<file path="src/rtl/ps2_pkg.sv">
// Shared types and constants for the PS/2 device-to-host frame receiver.
package ps2_pkg;

    typedef enum logic [1:0] {
        IDLE   = 2'd0,
        DATA   = 2'd1,
        PARITY = 2'd2,
        STOP   = 2'd3
    } ps2_state_t;

    localparam int   PS2_DATA_BITS  = 8;
    localparam int   PS2_FRAME_BITS = 11;
    localparam int   PS2_BIT_CNT_W  = $clog2(PS2_DATA_BITS);
    localparam logic START_LEVEL    = 1'b0;
    localparam logic STOP_LEVEL     = 1'b1;

    // PS/2 uses odd parity: data bits plus parity bit must hold an odd number of ones.
    function automatic logic odd_parity_ok(input logic [PS2_DATA_BITS-1:0] data,
                                           input logic                     parity);
        return ^{data, parity};
    endfunction

endpackage

</file>
<file path="src/rtl/ps2_input_filter.sv">
// Two-flop synchronizer plus FILTER_LEN stability filter for one PS/2 pin.
// fall_edge pulses for one cycle in the first cycle the filtered level reads 0.
module ps2_input_filter #(
    parameter int FILTER_LEN = 4
) (
    input  logic clk,
    input  logic rst_n,
    input  logic pin,
    output logic level,
    output logic fall_edge
);

    localparam int             CW       = $clog2(FILTER_LEN);
    localparam logic [CW-1:0]  CNT_LAST = CW'(FILTER_LEN - 1);

    logic          sync1;
    logic          sync2;
    logic [CW-1:0] cnt;

    // Metastability synchronizer; idle bus level is high.
    always_ff @(posedge clk or negedge rst_n) begin
        if (!rst_n) begin
            sync1 <= 1'b1;
            sync2 <= 1'b1;
        end else begin
            sync1 <= pin;
            sync2 <= sync1;
        end
    end

    // Level only follows the pin after FILTER_LEN consecutive differing samples.
    always_ff @(posedge clk or negedge rst_n) begin
        if (!rst_n) begin
            level     <= 1'b1;
            cnt       <= '0;
            fall_edge <= 1'b0;
        end else if (sync2 == level) begin
            cnt       <= '0;
            fall_edge <= 1'b0;
        end else if (cnt == CNT_LAST) begin
            level     <= sync2;
            cnt       <= '0;
            fall_edge <= ~sync2;
        end else begin
            cnt       <= cnt + CW'(1);
            fall_edge <= 1'b0;
        end
    end

endmodule

</file>
<file path="src/rtl/ps2_frame_receiver.sv">
// PS/2 device-to-host frame receiver: start, 8 data bits LSB first, odd parity, stop.
// Optional feature macro: PS2_PARITY_CHECK_EN enables parity checking and parity_err.
module ps2_frame_receiver
    import ps2_pkg::*;
#(
    parameter int FILTER_LEN     = 4,
    parameter int TIMEOUT_CYCLES = 50000
) (
    input  logic       clk,
    input  logic       rst_n,
    input  logic       ps2_clk_in,
    input  logic       ps2_data_in,
    output logic [7:0] scan_code,
    output logic       scan_valid,
    output logic       parity_err,
    output logic       frame_err,
    output logic       busy
);

    localparam int            TW   = $clog2(TIMEOUT_CYCLES);
    localparam logic [TW-1:0] TMAX = TW'(TIMEOUT_CYCLES - 1);

    logic                     clk_level_unused;
    logic                     fall_edge;
    logic                     data_level;
    logic                     data_fall_unused;

    ps2_state_t               state, state_nx;
    logic [PS2_BIT_CNT_W-1:0] bit_cnt, bit_cnt_nx;
    logic [PS2_DATA_BITS-1:0] shift_reg, shift_nx;
    logic [TW-1:0]            tcnt, tcnt_nx;
    logic [7:0]               code_nx;
    logic                     valid_nx;
    logic                     perr_nx;
    logic                     ferr_nx;
`ifdef PS2_PARITY_CHECK_EN
    logic                     par_bit, par_nx;
`endif

    ps2_input_filter #(.FILTER_LEN(FILTER_LEN)) u_clk_filter (
        .clk       (clk),
        .rst_n     (rst_n),
        .pin       (ps2_clk_in),
        .level     (clk_level_unused),
        .fall_edge (fall_edge)
    );

    ps2_input_filter #(.FILTER_LEN(FILTER_LEN)) u_data_filter (
        .clk       (clk),
        .rst_n     (rst_n),
        .pin       (ps2_data_in),
        .level     (data_level),
        .fall_edge (data_fall_unused)
    );

    // Next-state, frame evaluation and watchdog; an edge always beats a timeout.
    always_comb begin
        state_nx   = state;
        bit_cnt_nx = bit_cnt;
        shift_nx   = shift_reg;
        tcnt_nx    = tcnt;
        code_nx    = scan_code;
        valid_nx   = 1'b0;
        perr_nx    = 1'b0;
        ferr_nx    = 1'b0;
`ifdef PS2_PARITY_CHECK_EN
        par_nx     = par_bit;
`endif
        if (fall_edge) begin
            tcnt_nx = '0;
            case (state)
                IDLE: begin
                    if (data_level == START_LEVEL) begin
                        state_nx   = DATA;
                        bit_cnt_nx = '0;
                    end else begin
                        state_nx   = IDLE;
                    end
                end
                DATA: begin
                    shift_nx[bit_cnt] = data_level;
                    if (bit_cnt == PS2_BIT_CNT_W'(PS2_DATA_BITS - 1)) begin
                        state_nx = PARITY;
                    end else begin
                        bit_cnt_nx = bit_cnt + PS2_BIT_CNT_W'(1);
                    end
                end
                PARITY: begin
`ifdef PS2_PARITY_CHECK_EN
                    par_nx   = data_level;
`endif
                    state_nx = STOP;
                end
                STOP: begin
                    state_nx = IDLE;
                    if (data_level != STOP_LEVEL) begin
                        ferr_nx = 1'b1;
`ifdef PS2_PARITY_CHECK_EN
                    end else if (!odd_parity_ok(shift_reg, par_bit)) begin
                        perr_nx = 1'b1;
`endif
                    end else begin
                        valid_nx = 1'b1;
                        code_nx  = shift_reg;
                    end
                end
                default: begin
                    state_nx = IDLE;
                end
            endcase
        end else if (state != IDLE) begin
            if (tcnt == TMAX) begin
                state_nx = IDLE;
                tcnt_nx  = '0;
                ferr_nx  = 1'b1;
            end else begin
                tcnt_nx  = tcnt + TW'(1);
            end
        end else begin
            tcnt_nx = '0;
        end
    end

    // State and registered outputs; busy tracks the next state so it drops with the result pulse.
    always_ff @(posedge clk or negedge rst_n) begin
        if (!rst_n) begin
            state      <= IDLE;
            bit_cnt    <= '0;
            shift_reg  <= '0;
            tcnt       <= '0;
            scan_code  <= 8'h00;
            scan_valid <= 1'b0;
            parity_err <= 1'b0;
            frame_err  <= 1'b0;
            busy       <= 1'b0;
`ifdef PS2_PARITY_CHECK_EN
            par_bit    <= 1'b0;
`endif
        end else begin
            state      <= state_nx;
            bit_cnt    <= bit_cnt_nx;
            shift_reg  <= shift_nx;
            tcnt       <= tcnt_nx;
            scan_code  <= code_nx;
            scan_valid <= valid_nx;
            parity_err <= perr_nx;
            frame_err  <= ferr_nx;
            busy       <= (state_nx != IDLE);
`ifdef PS2_PARITY_CHECK_EN
            par_bit    <= par_nx;
`endif
        end
    end

endmodule

</file>
<file path="config.mk">
export PLATFORM = sky130hd
export DESIGN_NAME = ps2_frame_receiver
export DESIGN_NICKNAME = d
export VERILOG_FILES = /design/src/rtl/ps2_pkg.sv /design/src/rtl/ps2_input_filter.sv /design/src/rtl/ps2_frame_receiver.sv
export SDC_FILE = /design/constraint.sdc
export NUM_CORES = 1
export LEC_CHECK = 0
export ABC_AREA = 1
export BUFFER_PORTS_ARGS = -buffer_cell sky130_fd_sc_hd__buf_2
export CORE_MARGIN = 1.5
export CORE_UTILIZATION = 64
export CTS_CLUSTER_DIAMETER = 50
export CTS_CLUSTER_SIZE = 14
export DETAILED_ROUTE_END_ITERATION = 10
export HOLD_SLACK_MARGIN = 0.06
export PLACE_DENSITY_LB_ADDON = 0.25
export SLEW_MARGIN = 20
export SYNTH_ARGS = -nofsm -noshare
export SYNTH_HDL_FRONTEND = slang
export SYNTH_HIERARCHICAL = 1
export SYNTH_SLANG_ARGS = --single-unit
</file>
<file path="constraint.sdc">
create_clock -name clk -period 2 [get_ports clk]
set_input_delay 0.3 -clock clk [delete_from_list [all_inputs] [get_ports clk]]
set_output_delay 0.3 -clock clk [all_outputs]
set_load 0.01 [all_outputs]
</file>
# Word level (Yosys, flattened, before mapping)
# Cells that the tools add are included.
# word_totals
ff_bits	51
in_bits	4
output_inout_bits	12
word_cells	76
# op_classes
addsub	4
magnitude_cmp	2
eq_ne	11
muxes	29
bitwise	3
n_reduce_logical	10
# op_table
cell	n
two-way mux 16 bit	3
adder 16 x 1 -> 16 bit (second input constant)	1
equality test 16 bit (second input constant)	1
two-way mux 2 bit	8
two-way mux 1 bit	12
bitwise mux 8 bit	1
equality test 2 bit (second input constant)	4
case mux 2 bit (4 select lines)	1
two-way mux 3 bit	2
case mux 3 bit (2 select lines)	1
AND reduction 2 bit	3
nonzero test 2 bit	3
adder 2 x 1 -> 2 bit (second input constant)	2
less-than comparator 3 x 4 -> 1 bit (second input constant)	1
inequality test 2 bit (second input constant)	2
AND reduction 4 bit	1
adder 3 x 1 -> 3 bit (second input constant)	1
demux 1 bit (select 3 bit)	1
equality test 3 bit (second input constant)	1
>= comparator 3 x 1 -> 1 bit (second input constant)	1
inverter 1 bit	3
AND reduction 3 bit	1
equality test 1 bit	2
equality test 2 x 1 -> 1 bit (second input constant)	1
other kinds (2)	2

# Depth between registers and ports, before layout
# depth
ltp_word	5
depth_mapped	8

# Modules after synthesis
# Netlist, hierarchy kept.
# by_module_without_submodules
mod	instances	cells_per_inst	area_per_inst_um2
ps2_frame_receiver	1	240	1954.4
ps2_input_filter	2	19	217.7

# Worst setup path before layout
# Ideal clock, no wire load.
# synth_path
path_kind	reg2reg
startpoint	register bit_cnt[0]
endpoint	register bit_cnt[0]
setup_ns	0.126
arrival_time_ns	1.240
required_ns	1.874
setup_slack_ns	0.634
stages_incl_launch_ff	7
n_path_buf	0
synth_period_minus_slack_ns	1.366
cell_sequence	dfrtp_1 > ha_1 > ha_1 > a21oi_1 > nand3_1 > nand2_1 > o21ai_0
# synth_via
elab_chain_len	3
word_cells_on_any_way	6
cone_classes	add/sub: 1; eq/ne: 2; mux: 2; reduce/logical: 1
# synth_rtl
item	line	rtl
from (decl)	ps2_frame_receiver.sv:29	logic [PS2_BIT_CNT_W-1:0] bit_cnt, bit_cnt_nx;
from (signal assigned)	ps2_frame_receiver.sv:141	bit_cnt <= bit_cnt_nx;
adder 3 x 1 -> 3 bit / equality test 3 bit (equally long branches)	ps2_frame_receiver.sv:85, ps2_frame_receiver.sv:82	
two-way mux 3 bit / inequality test 2 bit (equally long branches)	n/a	
case mux 3 bit (2 select lines) / AND reduction 4 bit (equally long branches)	n/a	
# Several ways; a longest one is shown, not always the timed one. The select of a mux whose other input is x is not followed.
# A chain may end at the register's enable or synchronous reset.

# Final worst setup path
# layout_path
startpoint	register u_clk_filter.fall_edge
endpoint	register scan_code[2]
# layout_via
elab_chain_len	1
# layout_rtl
item	line	rtl
from (decl)	ps2_input_filter.sv:10	output logic fall_edge
from (signal assigned)	ps2_input_filter.sv:43	fall_edge <= ~sync2;
AND reduction 3 bit (no source line)	n/a	
to (signal assigned)	ps2_frame_receiver.sv:144	scan_code <= code_nx;
to (decl)	ps2_frame_receiver.sv:13	output logic [7:0] scan_code,
# Every way passes these cells.

==> summary.txt <==
status: completed
final hold vios: 0
min Tclk post-route: 1.560 ns
initial core utilization: 0.6859
crit path max fanout: 17
Crit. End Element: flop
Worst-path clk slew: 0.09 ns
DR WL/cell: 11.91 um
gr ovfl total: 0
most common cell after layout, fill and taps aside: nand2_1
cell area after synthesis: 2361 um^2
crit start category: flop
first drt pass iteration count: 4
syn_area_per_cell: 8.554 um^2
layout cells sized above 1: 0.1347
Layout Skew: 0.008123 ns
flop-to-flop setup slack: 0.44 ns
Max Cap Viol: 0
Die H: 63.74 um
worst slew pin tran: 0.5847 ns
Worst EP required: 2.23 ns
M1 WL: 1.945 mm
vias in the first global route: 1692
LEAKAGE: 0.001209 uW
RSZ-0062 raised after global routing: no
gp weighted congestion: 0.8609
met3 WL: 140 um
yosys warns: 6
CTS tree: yes
top sig layer: met4
most frequent cells in the layout: nand2_1 (66), nor2_1 (53), dfrtp_1 (45), inv_1 (27), buf_2 (14)
Routed Antenna Nets: 0
max FFs per register: 16
Crit Path Class: flop to flop
Die Wd: 63.74 um
DRC Markers: 0
clk_lat worst skew: 0.30 ns
I/O pin total: 16
Iter 0 DRT Violations: 125
core area: 3442 um^2
gr usage total: 0.2400
first-pass GRT wire length: 7.534 mm
via count: 1771
port bufs: 14
largest net degree at the start of global routing: 26
hold_buf cts: 1
design area: 2589 um^2
Routed WL: 4.085 mm
critical path arrival: 1.79 ns
Max transition margin: 0.6089
number of buffers added for setup after CTS: 0
met2 routed WL: 1.942 mm
htree depth: 2
setup_tns: 0 ns
deepest clock path buffer count: 2
antenna violations before repair: 0
R2R cell count: 4
post-detail-place hpwl: 2.996 mm
nets: 305
Gate Count Post-Synth: 276
Via density: 5.163
final number of setup-violating endpoints: 0
worst hold stages: 1
ant diodes: 0
HP Class: input port to flop
CTS Buf Count: 5
WHS: 0.09163 ns
synth-to-layout area growth: 9.645%
row cnt: 21
Pwr Density: 923.3 nW/um^2
fmax: 0.6411 GHz
number of fill cells: 259
die area: 4062 um^2
Worst VDD drop: 0.6032 mV
Area after DPL: 2469 um^2
Final period util: 0.7799
CTS root buf: clkbuf_8
clock sinks: 51
Synth Net Count: 285
post-cts sizing count: 0
Max Slew Vio Count: 0
## per-layer routing
layer | up-vias | track usage
met5 | - | 0
met4 | 0 | 0.07337
met3 | 6 | 0.05282
met2 | 43 | 0.3829
met1 | 819 | 0.3321
li1 | 903 | -
## where the power goes
part           total (uW)  internal, uW  leakage (uW)  switching (uW)
clock network         683           373     0.0000514             310
registers            1250          1160      0.000683            95.0
logic                 453           151      0.000475             302
total                2390          1680       0.00121             707
## worst paths after layout
| path | start | endpoint |
|---|---|---|
| worst max-delay path | u_clk_filter/fall_edge$_DFF_PN0_ | scan_code[2]$_DFFE_PN0P_ |
| worst min-delay path | ps2_clk_in | u_clk_filter/sync1$_DFF_PN1_ |
| worst max register to register | u_clk_filter/fall_edge$_DFF_PN0_ | scan_code[2]$_DFFE_PN0P_ |
| worst min register to register | u_clk_filter/sync1$_DFF_PN1_ | u_clk_filter/sync2$_DFF_PN1_ |
| max in group asynchronous | rst_n | u_clk_filter/level$_DFFE_PN1P_ |
| min in group asynchronous | rst_n | scan_code[1]$_DFFE_PN0P_ |
## area by class of cell
class	instances	area (um^2)	area share
Clock buffer	6	72.57	0.02803
Inverter	32	120.1	0.04640
Sequential cell	51	1284	0.4959
Tap cell	46	57.56	0.02223
Multi-Input combinational cell	189	922.1	0.3562
Timing Repair Buffer	17	95.09	0.03673
Clock inverter	2	37.54	0.01450
## critical path, stage by stage (launching register included)
cell     delay (ns)
dfrtp_1        0.55
inv_1          0.14
nor3_4         0.54
nand2_1        0.14
o21ai_1        0.12
## stage by stage
step | utilization | power [uW] | setup slack, ns | std cells
4_1_cts | 0.7521 | 2421 | 0.4207 | 343
2_1_floorplan | - | 1616 | 0.6337 | 276
3_5_place_dp | 0.7172 | 1726 | 0.4376 | 334
5_1_grt | 0.7521 | 2556 | 0.2500 | 343
3_3_place_gp | 0.7172 | 1707 | 0.5517 | 334
6_report | 0.7521 | 2390 | 0.4401 | 343
Note: power is estimated with default switching activity, not from simulation.
